===== config.mk =====
export PLATFORM = sky130hd
export DESIGN_NAME = enigma_core
export DESIGN_NICKNAME = d
export VERILOG_FILES = /design/src/rtl/enigma_pkg.sv /design/src/rtl/enigma_rotor_map.sv /design/src/rtl/enigma_core.sv
export SDC_FILE = /design/constraint.sdc
export NUM_CORES = 1
export LEC_CHECK = 0
export ABC_AREA = 1
export CAP_MARGIN = 40
export CORE_MARGIN = 5
export CORE_UTILIZATION = 25
export CTS_CLUSTER_DIAMETER = 50
export DETAILED_ROUTE_END_ITERATION = 16
export GPL_TIMING_DRIVEN = 0
export SYNTH_ARGS = -nofsm -noshare
export SYNTH_HDL_FRONTEND = slang
export SYNTH_SLANG_ARGS = --single-unit

===== constraint.sdc =====
create_clock -name clk -period 18.8 [get_ports clk]
set_clock_uncertainty 0.05 [all_clocks]
set_input_delay 1.88 -clock clk [delete_from_list [all_inputs] [get_ports clk]]
set_output_delay 1.88 -clock clk [all_outputs]
set_load 0.02 [all_outputs]

===== src/rtl/enigma_pkg.sv =====
// enigma_pkg: shared constants, wiring tables, FSM state encoding and
// mod-26 helpers for the sequential Enigma engine.
// Wiring index 0..4 selects historical rotor I..V.
package enigma_pkg;

  localparam int ALPHA = 26;
  localparam int CW    = 5;

  // Wiring strings, letter j of the alphabet maps to character j of the string.
  localparam logic [8*ALPHA-1:0] WIRE_I   = "EKMFLGDQVZNTOWYHXUSPAIBRCJ";
  localparam logic [8*ALPHA-1:0] WIRE_II  = "AJDKSIRUXBLHWTMCQGZNPYFVOE";
  localparam logic [8*ALPHA-1:0] WIRE_III = "BDFHJLCPRTXVZNYEIWGAKMUSQO";
  localparam logic [8*ALPHA-1:0] WIRE_IV  = "ESOVPZJAYQUIRHXLNFTGKDCMWB";
  localparam logic [8*ALPHA-1:0] WIRE_V   = "VZBRGITYUPSDNHLXAWMJQOFECK";
  localparam logic [8*ALPHA-1:0] REFL_B   = "YRUHQSLDPXNGOKMIEBFZCWVJAT";

  typedef enum logic [2:0] {
    S_IDLE = 3'd0,
    S_STEP = 3'd1,
    S_FWD  = 3'd2,
    S_REFL = 3'd3,
    S_BWD  = 3'd4,
    S_OUT  = 3'd5
  } state_e;

  function automatic logic [CW-1:0] add26(input logic [CW-1:0] a, input logic [CW-1:0] b);
    logic [CW:0] s;
    s = {1'b0, a} + {1'b0, b};
    if (s >= 6'(ALPHA)) s = s - 6'(ALPHA);
    return s[CW-1:0];
  endfunction

  function automatic logic [CW-1:0] sub26(input logic [CW-1:0] a, input logic [CW-1:0] b);
    if (a >= b) return a - b;
    else        return a + 5'(ALPHA) - b;
  endfunction

  // Pick character idx out of a 26-letter ASCII table and return it as 0..25.
  function automatic logic [CW-1:0] tbl_at(input logic [8*ALPHA-1:0] s, input logic [CW-1:0] idx);
    logic [7:0] ch;
    if (idx >= 5'(ALPHA)) return idx;
    ch = s[8*(ALPHA-1-int'(idx)) +: 8];
    return CW'(ch - 8'd65);
  endfunction

  function automatic logic [CW-1:0] wiring_fwd(input logic [2:0] w, input logic [CW-1:0] c);
    case (w)
      3'd0:    return tbl_at(WIRE_I, c);
      3'd1:    return tbl_at(WIRE_II, c);
      3'd2:    return tbl_at(WIRE_III, c);
      3'd3:    return tbl_at(WIRE_IV, c);
      3'd4:    return tbl_at(WIRE_V, c);
      default: return c;
    endcase
  endfunction

  // Inverse wiring: the j whose forward image is c (constant table, reduces to a ROM).
  function automatic logic [CW-1:0] wiring_inv(input logic [2:0] w, input logic [CW-1:0] c);
    logic [CW-1:0] r;
    r = c;
    for (int j = 0; j < ALPHA; j++) begin
      if (wiring_fwd(w, 5'(j)) == c) r = 5'(j);
    end
    return r;
  endfunction

  function automatic logic [CW-1:0] notch_of(input logic [2:0] w);
    case (w)
      3'd0:    return 5'd16;
      3'd1:    return 5'd4;
      3'd2:    return 5'd21;
      3'd3:    return 5'd9;
      3'd4:    return 5'd25;
      default: return 5'd31;
    endcase
  endfunction

  function automatic logic [CW-1:0] reflect(input logic [CW-1:0] c);
    return tbl_at(REFL_B, c);
  endfunction

endpackage


===== src/rtl/enigma_rotor_map.sv =====
// enigma_rotor_map: one rotor substitution, c -> (T[(c+p) mod 26] - p) mod 26.
// Ports: char_i (0..25), pos_i rotor position, rotor_i rotor index (0 = rightmost),
//        dir_i (0 forward wiring, 1 inverse wiring), char_o result.
// Rotor i carries historical wiring NUM_ROTORS-i, i.e. wiring index NUM_ROTORS-1-i.
module enigma_rotor_map
  import enigma_pkg::*;
#(
  parameter int NUM_ROTORS = 3
) (
  input  logic [CW-1:0] char_i,
  input  logic [CW-1:0] pos_i,
  input  logic [2:0]    rotor_i,
  input  logic          dir_i,
  output logic [CW-1:0] char_o
);

  logic [2:0]    wiring_s;
  logic [CW-1:0] entry_s;
  logic [CW-1:0] mapped_s;

  always_comb begin
    wiring_s = 3'(NUM_ROTORS - 1) - rotor_i;
    entry_s  = add26(char_i, pos_i);
    if (dir_i) mapped_s = wiring_inv(wiring_s, entry_s);
    else       mapped_s = wiring_fwd(wiring_s, entry_s);
    char_o = sub26(mapped_s, pos_i);
  end

endmodule


===== src/rtl/enigma_core.sv =====
// enigma_core: sequential Enigma engine, one substitution stage per clock,
// with a single time-shared rotor-map datapath.
// Ports: clk, rst (sync, active-high); cfg_load/cfg_pos load rotor positions in IDLE;
//        in_valid/in_ready/in_char input handshake; out_valid/out_ready/out_char
//        output handshake; pos current positions; busy = FSM not idle.
// Optional macro ENIGMA_PLUGBOARD_EN adds plug_we/plug_a/plug_b for a
// programmable plugboard; without it the plugboard is identity.
module enigma_core
  import enigma_pkg::*;
#(
  parameter int NUM_ROTORS = 3
) (
  input  logic                       clk,
  input  logic                       rst,
  input  logic                       cfg_load,
  input  logic [NUM_ROTORS*CW-1:0]   cfg_pos,
  input  logic                       in_valid,
  output logic                       in_ready,
  input  logic [CW-1:0]              in_char,
  output logic                       out_valid,
  input  logic                       out_ready,
  output logic [CW-1:0]              out_char,
  output logic [NUM_ROTORS*CW-1:0]   pos,
  output logic                       busy
`ifdef ENIGMA_PLUGBOARD_EN
  ,
  input  logic                       plug_we,
  input  logic [CW-1:0]              plug_a,
  input  logic [CW-1:0]              plug_b
`endif
);

  localparam logic [2:0] LAST = 3'(NUM_ROTORS - 1);

  state_e        state_q, state_d;
  logic [2:0]    k_q, k_d;
  logic [CW-1:0] c_q, c_d;
  logic [CW-1:0] pos_q [NUM_ROTORS];
  logic [CW-1:0] pos_d [NUM_ROTORS];
  logic [CW-1:0] out_char_q;
  logic          in_ready_q, out_valid_q, busy_q;
  logic          accept_s;
  logic [CW-1:0] map_out_s;
  logic [CW-1:0] plug_in_s, plug_out_s;

  // A load in the same idle cycle takes priority over an input character.
  assign in_ready  = in_ready_q & ~cfg_load;
  assign accept_s  = in_valid & in_ready;
  assign out_valid = out_valid_q;
  assign out_char  = out_char_q;
  assign busy      = busy_q;

  for (genvar g = 0; g < NUM_ROTORS; g++) begin : g_pos
    assign pos[CW*g +: CW] = pos_q[g];
  end

  enigma_rotor_map #(.NUM_ROTORS(NUM_ROTORS)) u_map (
    .char_i  (c_q),
    .pos_i   (pos_q[k_q]),
    .rotor_i (k_q),
    .dir_i   (state_q == S_BWD),
    .char_o  (map_out_s)
  );

`ifdef ENIGMA_PLUGBOARD_EN
  logic [CW-1:0] plug_q [ALPHA];
  logic [CW-1:0] plug_d [ALPHA];

  // Plugboard lookup at capture and at output; non-letters pass through.
  always_comb begin
    if (in_char < 5'(ALPHA)) plug_in_s = plug_q[in_char];
    else                     plug_in_s = in_char;
    if (c_d < 5'(ALPHA))     plug_out_s = plug_q[c_d];
    else                     plug_out_s = c_d;
  end

  // Pair write: old partners of a and b fall back to self before the new pair lands.
  always_comb begin
    plug_d = plug_q;
    if (state_q == S_IDLE && plug_we && plug_a < 5'(ALPHA) && plug_b < 5'(ALPHA)) begin
      plug_d[plug_q[plug_a]] = plug_q[plug_a];
      plug_d[plug_q[plug_b]] = plug_q[plug_b];
      plug_d[plug_a] = plug_b;
      plug_d[plug_b] = plug_a;
    end else begin
      plug_d = plug_q;
    end
  end

  // Plugboard map register, identity after reset.
  always_ff @(posedge clk) begin
    if (rst) begin
      for (int j = 0; j < ALPHA; j++) plug_q[j] <= 5'(j);
    end else begin
      plug_q <= plug_d;
    end
  end
`else
  // Identity plugboard.
  always_comb begin
    plug_in_s  = in_char;
    plug_out_s = c_d;
  end
`endif

  // FSM next state and character datapath.
  always_comb begin
    state_d = state_q;
    k_d     = k_q;
    c_d     = c_q;
    case (state_q)
      S_IDLE: begin
        if (accept_s) begin
          c_d = plug_in_s;
          if (in_char < 5'(ALPHA)) state_d = S_STEP;
          else                     state_d = S_OUT;
        end else begin
          state_d = S_IDLE;
        end
      end
      S_STEP: begin
        k_d     = 3'd0;
        state_d = S_FWD;
      end
      S_FWD: begin
        c_d = map_out_s;
        if (k_q == LAST) state_d = S_REFL;
        else             k_d = k_q + 3'd1;
      end
      S_REFL: begin
        c_d     = reflect(c_q);
        k_d     = LAST;
        state_d = S_BWD;
      end
      S_BWD: begin
        c_d = map_out_s;
        if (k_q == 3'd0) state_d = S_OUT;
        else             k_d = k_q - 3'd1;
      end
      S_OUT: begin
        if (out_ready) state_d = S_IDLE;
        else           state_d = S_OUT;
      end
      default: state_d = S_IDLE;
    endcase
  end

  // Rotor positions: load in IDLE, odometer step with double-step in STEP.
  always_comb begin
    pos_d = pos_q;
    if (state_q == S_IDLE && cfg_load) begin
      for (int i = 0; i < NUM_ROTORS; i++) begin
        if (cfg_pos[CW*i +: CW] >= 5'(ALPHA)) pos_d[i] = cfg_pos[CW*i +: CW] - 5'(ALPHA);
        else                                  pos_d[i] = cfg_pos[CW*i +: CW];
      end
    end else if (state_q == S_STEP) begin
      for (int i = 0; i < NUM_ROTORS; i++) begin
        if (i == 0 ||
            pos_q[(i == 0) ? 0 : i-1] == notch_of(3'(NUM_ROTORS - i)) ||
            (i < NUM_ROTORS - 1 && pos_q[i] == notch_of(3'(NUM_ROTORS - 1 - i))))
          pos_d[i] = add26(pos_q[i], 5'd1);
        else
          pos_d[i] = pos_q[i];
      end
    end else begin
      pos_d = pos_q;
    end
  end

  // State, datapath and registered handshake outputs.
  always_ff @(posedge clk) begin
    if (rst) begin
      state_q     <= S_IDLE;
      k_q         <= 3'd0;
      c_q         <= 5'd0;
      for (int i = 0; i < NUM_ROTORS; i++) pos_q[i] <= 5'd0;
      out_char_q  <= 5'd0;
      in_ready_q  <= 1'b1;
      out_valid_q <= 1'b0;
      busy_q      <= 1'b0;
    end else begin
      state_q     <= state_d;
      k_q         <= k_d;
      c_q         <= c_d;
      pos_q       <= pos_d;
      in_ready_q  <= (state_d == S_IDLE);
      out_valid_q <= (state_d == S_OUT);
      busy_q      <= (state_d != S_IDLE);
      // Latch the ciphertext once on OUT entry so it stays stable while stalled.
      if (state_d == S_OUT && state_q != S_OUT) out_char_q <= plug_out_s;
      else                                      out_char_q <= out_char_q;
    end
  end

endmodule

After elaboration in Yosys (flattened, before gate mapping)

Cells that the tools add are included.

Logic and storage cells: 253
Output and inout bits: 23
Input bits: 25
Bits in registers: 34

Shift-type cells: 6
Equal/unequal tests: 42
Magnitude comparators: 12
Reductions and logical operators: 23
Multiplexer cells: 131
Bitwise operators: 4
Add/subtract/negate cells: 25

Operator list:

| kind                      | count |
|---|---|
| $shiftx 208x32->5 const A | 5 |
| $pmux 5 s5                | 16 |
| $mux 5                    | 78 |
| $shiftx 208x9->5 const A  | 1 |
| $pmux 5 s4                | 8 |
| $eq 5x5->1                | 28 |
| $pmux 5 s3                | 3 |
| $sub 5x5->5 const B       | 7 |
| $mux 15                   | 2 |
| $sub 5x1->5 const B       | 6 |
| $ge 5x5->1 const B        | 5 |
| $ge 6x5->1 const B        | 4 |
| $mux 3                    | 7 |
| $pmux 4 s5                | 1 |
| $add 5x1->6 const B       | 3 |
| $pmux 3 s6                | 1 |
| $reduce_or 2->1           | 8 |
| $eq 3x2->1 const B        | 5 |
| $mux 1                    | 13 |
| $eq 3x3->1 const B        | 4 |
| $logic_not 3->1           | 4 |
| $pmux 3 s4                | 1 |
| $sub 5x5->6 const A       | 2 |
| $bmux 5 s2                | 1 |
| 22 further kinds          | 30 |

Longest topological paths before layout

Depth after elaboration: 39
Mapped depth: 57
Gate-level depth less buffers: 55

Cells and area by module

From an unflattened synthesis, not the netlist that was laid out.

Cells, all modules: 1258
Area total of the unflattened synthesis: 7161.9 µm²

Modules (own cells, without submodules):

| module           | cells an instance | times used | area an instance (µm²) | sequential area each (µm²) |
|---|---|---|---|---|
| enigma_rotor_map | 778               | 1          | 4179.0                 | 0.0 |
| enigma_core      | 480               | 1          | 2982.9                 | 680.7 |

Worst setup path after synthesis

Ideal clock, no wire load.

Path type: reg-to-reg
Start point: register k_q[0]
End point: register out_char_q[4], in the netlist out_char[4]
Cell stages (with the launch flop): 40
Library setup time: 0.142 ns
Arrival time: 6.404 ns
Period minus slack after synthesis: 6.596 ns
Path slack: 12.204 ns
Cell sequence: dfxtp_1 buf_2 inv_2 nor2_2 a22oi_1 o21ai_0 ha_1 fa_1 or2_1 nand2_2 nand2_2 nand3_4 nand2_4 nand2_1 nand2_1 buf_2 buf_2 ha_1 (+4 left out) o311ai_1 nand2_1 ha_1 inv_1 nor2_1 o21ai_0 o2111ai_1 o21ai_0 o22ai_1 ha_1 inv_1 fa_1 a21oi_1 nand2_1 xor2_1 a211oi_1 a2111oi_0 a21oi_1

Word-level cells in the longest chain between the ends: 39
Elaborated cells on any way between the ends: 169
Those cells by class: 12 x add/sub; 3 x order compare; 32 x eq/ne; 5 x shift; 106 x mux; 1 x bitwise; 10 x reduce/logical

RTL lines:

| item                                      | line                   | text |
|---|---|---|
| start, declared                           | enigma_core.sv:36      | `logic [2:0] k_q, k_d;` |
| start signal, assigned                    | enigma_core.sv:183     | `k_q <= k_d;` |
| $not 3->4 (implied by the code)           | enigma_core.sv:59      | `.pos_i (pos_q[k_q]),` |
| $bmux 5 s2                                | enigma_core.sv:59      |  |
| $mux 5 (implied by the code) (2 in a row) | enigma_core.sv:59      |  |
| $add 5x5->6                               | enigma_pkg.sv:28       | `s = {1'b0, a} + {1'b0, b};` |
| $sub 5x5->5 or $ge 6x5->1 (tied branches) | enigma_pkg.sv:29       | `if (s >= 6'(ALPHA)) s = s - 6'(ALPHA);` |
| $mux 5                                    | enigma_pkg.sv:29       |  |
| $eq 5x5->1                                | enigma_pkg.sv:62       | `if (wiring_fwd(w, 5'(j)) == c) r = 5'(j);` |
| $mux 5 (26 in a row)                      | enigma_pkg.sv:62       |  |
| $mux 5                                    | enigma_rotor_map.sv:24 | `if (dir_i) mapped_s = wiring_inv(wiring_s, entry_s);` |
| $add 5x5->5                               | enigma_pkg.sv:35       | `else return a + 5'(ALPHA) - b;` |
| $sub 5x5->5                               | enigma_pkg.sv:35       |  |
| $mux 5                                    | enigma_pkg.sv:34       | `if (a >= b) return a - b;` |
| $pmux 5 s3                                | enigma_core.sv:111     | `case (state_q)` |
| end signal, assigned                      | enigma_core.sv:190     | `if (state_d == S_OUT && state_q != S_OUT) out_char_q <= plug_out_s;` |
| end signal, assigned                      | enigma_core.sv:191     | `else out_char_q <= out_char_q;` |
| end, declared                             | enigma_core.sv:40      | `logic [CW-1:0] out_char_q;` |

Parallel ways exist; a longest one is shown, timed or not. The select of a mux whose other input is x is not followed.
A chain may end at the register's enable or synchronous reset.

Worst setup path after layout

Same ends and word-level chain as after synthesis.

==> impl_metrics.ini <==
[final_layout]
nFillCells = 2980
antenna_cells = 0
nets = 1308
layout_common_cells = 269 x nand2_1, 165 x inv_1, 124 x nor2_1
area_delta_synth_final_pct = 16.0
layout_commonest_cell = nand2_1
layout-drive-gt1-share_pct = 6.05
final_cells = 1580

[floorplanning]
die_area_mm2 = 0.0305
core_region_area_mm2 = 0.0268
io_pins = 48
initial_core_util_pct = 25.3
fp.dieH_um = 175
num_rows = 60
die_w_um = 175

[setup_path]
cp_data_arrival_time_ns = 8.91
slowest_stage = a2111oi_0
critPathMaxFanout = 10
rr_worst_depth = 41
crit_path_end_kind = flop
setup.worst_path.class = flop to flop
cp_slowest_stage_delay_ns = 0.68
worstSetupStartpointType = flop
crit_required_ns = 18.89

[timing]
final_hold_viol_count = 0
slew_violations = 0
fin_crit_ns = 8.82
rsz0062_at_grt = false
fin_tns_setup_ns = 0
setup-violations-final = 0
worstMarginPinSlew_ns = 0.712
max_freq_ghz = 0.113
relSlewSlack_pct = 51.3
period_share_pct = 46.9

[job]
drv_cap = 0

[synthesis]
synth_cell_types = 56
synthCells = 1185
synth-async-reset-ratio_pct = 0
synth_seq_area_share_pct = 10.0
syn_nets = 1255
yosys_warnings = 0
synth-main-ff-cell = dfxtp_1
synth_seq_cells = 34
syn_area_mm2 = 0.00677
synth.avg_cell_area_um2 = 5.72
synth_edf_count = 0

[worst_hold_path]
hold-path-cell-count = 2
hp-class = flop to flop

[global_routing]
antenna_found_initial = 0
grt_max_degree = 13
grt_pass1_wl_um = 39500
grt_pass1_vias = 7812
grt_overflow = 0
grt_usage_pct = 15.5

[cts]
cts_buffers = 5
cts_setup_buffers = 0
cts_resized = 0
clockRootBuffer = clkbuf_16
clock_sinks = 34
cts_hold_buf = 0
cts_tree = yes
path_clk_slew_ns = 0.06
clockBufferDepth = 2
h-tree-depth = 2
clk_latency_ns = 0.29

[drt]
wl_per_cell_um = 15.5
wl_um = 24400
via_per_inst = 5.16
detail-route-antenna-nets = 0
num_vias = 8159
drt-initial-drc-count = 672
drc = 0
drt-pass1-iter-count = 6

[run_status]
status = completed

[placed_design]
globalplace.congestion = 1.03
hpwlAfterDp_um = 19600
placed_cells = 1572
io_buffers = 46
[cell usage after synthesis (4+ instances only)]
cell	number	area (um2)
a21oi_1	68	340
a22oi_1	9	67.6
a31oi_1	14	87.6
and3_1	4	25.0
buf_2	15	75.1
clkbuf_1	11	41.3
clkinv_1	4	15.0
dfxtp_1	34	681
fa_1	5	100
ha_1	40	500
inv_1	165	619
inv_2	13	48.8
nand2_1	269	1010
nand2_2	13	81.3
nand3_1	79	395
nand4_1	14	87.6
nor2_1	124	465
nor2_2	7	43.8
nor2_4	5	56.3
nor3_1	16	80.1
nor4_1	5	31.3
o2111ai_1	8	70.1
o211ai_1	21	158
o21a_1	5	37.5
o21ai_0	95	475
o21ai_1	16	80.1
o21bai_1	5	37.5
o22ai_1	10	62.6
o31ai_1	4	30.0
xnor2_1	14	123
xor2_1	53	464
[worst max-delay path, delay by kind of cell (launching register included)]
| family | cells | cell delay, ns |
|---|---|---|
| AO/OA/AOI/OAI | 13 | 2.94 |
| adder cells (fa/ha/maj) | 5 | 1.80 |
| buffers and inverters | 10 | 1.84 |
| flip-flops | 1 | 0.29 |
| AND/OR/NAND/NOR | 13 | 1.71 |
[kinds of logic (layout without fill, tap and decap cells)]
logic type               Yosys count  in the layout  share of synthesized area (%)
AND/OR/NAND/NOR                  549            549                           35.7
AO/OA/AOI/OAI                    279            279                           24.5
buffers and inverters            211            265                           12.2
XOR/XNOR                          67             67                           8.66
adder cells (fa/ha/maj)           45             45                           8.87
flip-flops                        34             34                           10.0
[final timing paths]
check / slack [ns] / start / endpoint
worst max-delay path: 9.98 / k_q[0] / out_char[4]
worst min-delay path: 0.50 / out_char[4] / out_char[4]
worst max register to register: 9.98 / k_q[0] / out_char[4]
worst min register to register: 0.50 / out_char[4] / out_char[4]
[state kept, by name, summed over array words and instances, names as in the netlist]
signal / flops
pos: 15
c_q: 5
out_char: 5
k_q: 3
state_q: 3
busy: 1
in_ready_q: 1
out_valid: 1
[layer usage]
| metal | GRT usage [%] | part of all wire (%) | up-vias |
|---|---|---|---|
| li1 | - | - | 4057 |
| met1 | 20.0 | 43 | 3643 |
| met2 | 25.2 | 44 | 384 |
| met3 | 2.62 | 8.5 | 75 |
| met4 | 6.97 | 4.2 | 0 |
| met5 | 0 | 0 | - |
[per-stage QoR]
stage	utilization (%)	cell area, um2	setup WS (ns)	hold WS (ns)
2_1_floorplan	-	6770	12.20	0.528
3_3_place_gp	28.6	7660	10.11	0.482
3_5_place_dp	28.6	7660	10.19	0.472
4_1_cts	29.3	7850	10.16	0.508
5_1_grt	29.3	7850	9.18	0.549
6_report	29.3	7850	9.98	0.498
[area by class of cell]
cell class | instances | area (um2) | share of cell area (%)
Buffer | 29 | 143 | 1.82
Clock buffer | 5 | 125 | 1.59
Clock inverter | 3 | 68.8 | 0.876
Inverter | 182 | 683 | 8.70
Multi-Input combinational cell | 940 | 5270 | 67.1
Sequential cell | 34 | 681 | 8.67
Tap cell | 341 | 427 | 5.43
Timing Repair Buffer | 46 | 460 | 5.86
Power is not shown: default switching activity piles up to over one toggle a cycle in this logic, so the estimate is an artifact.
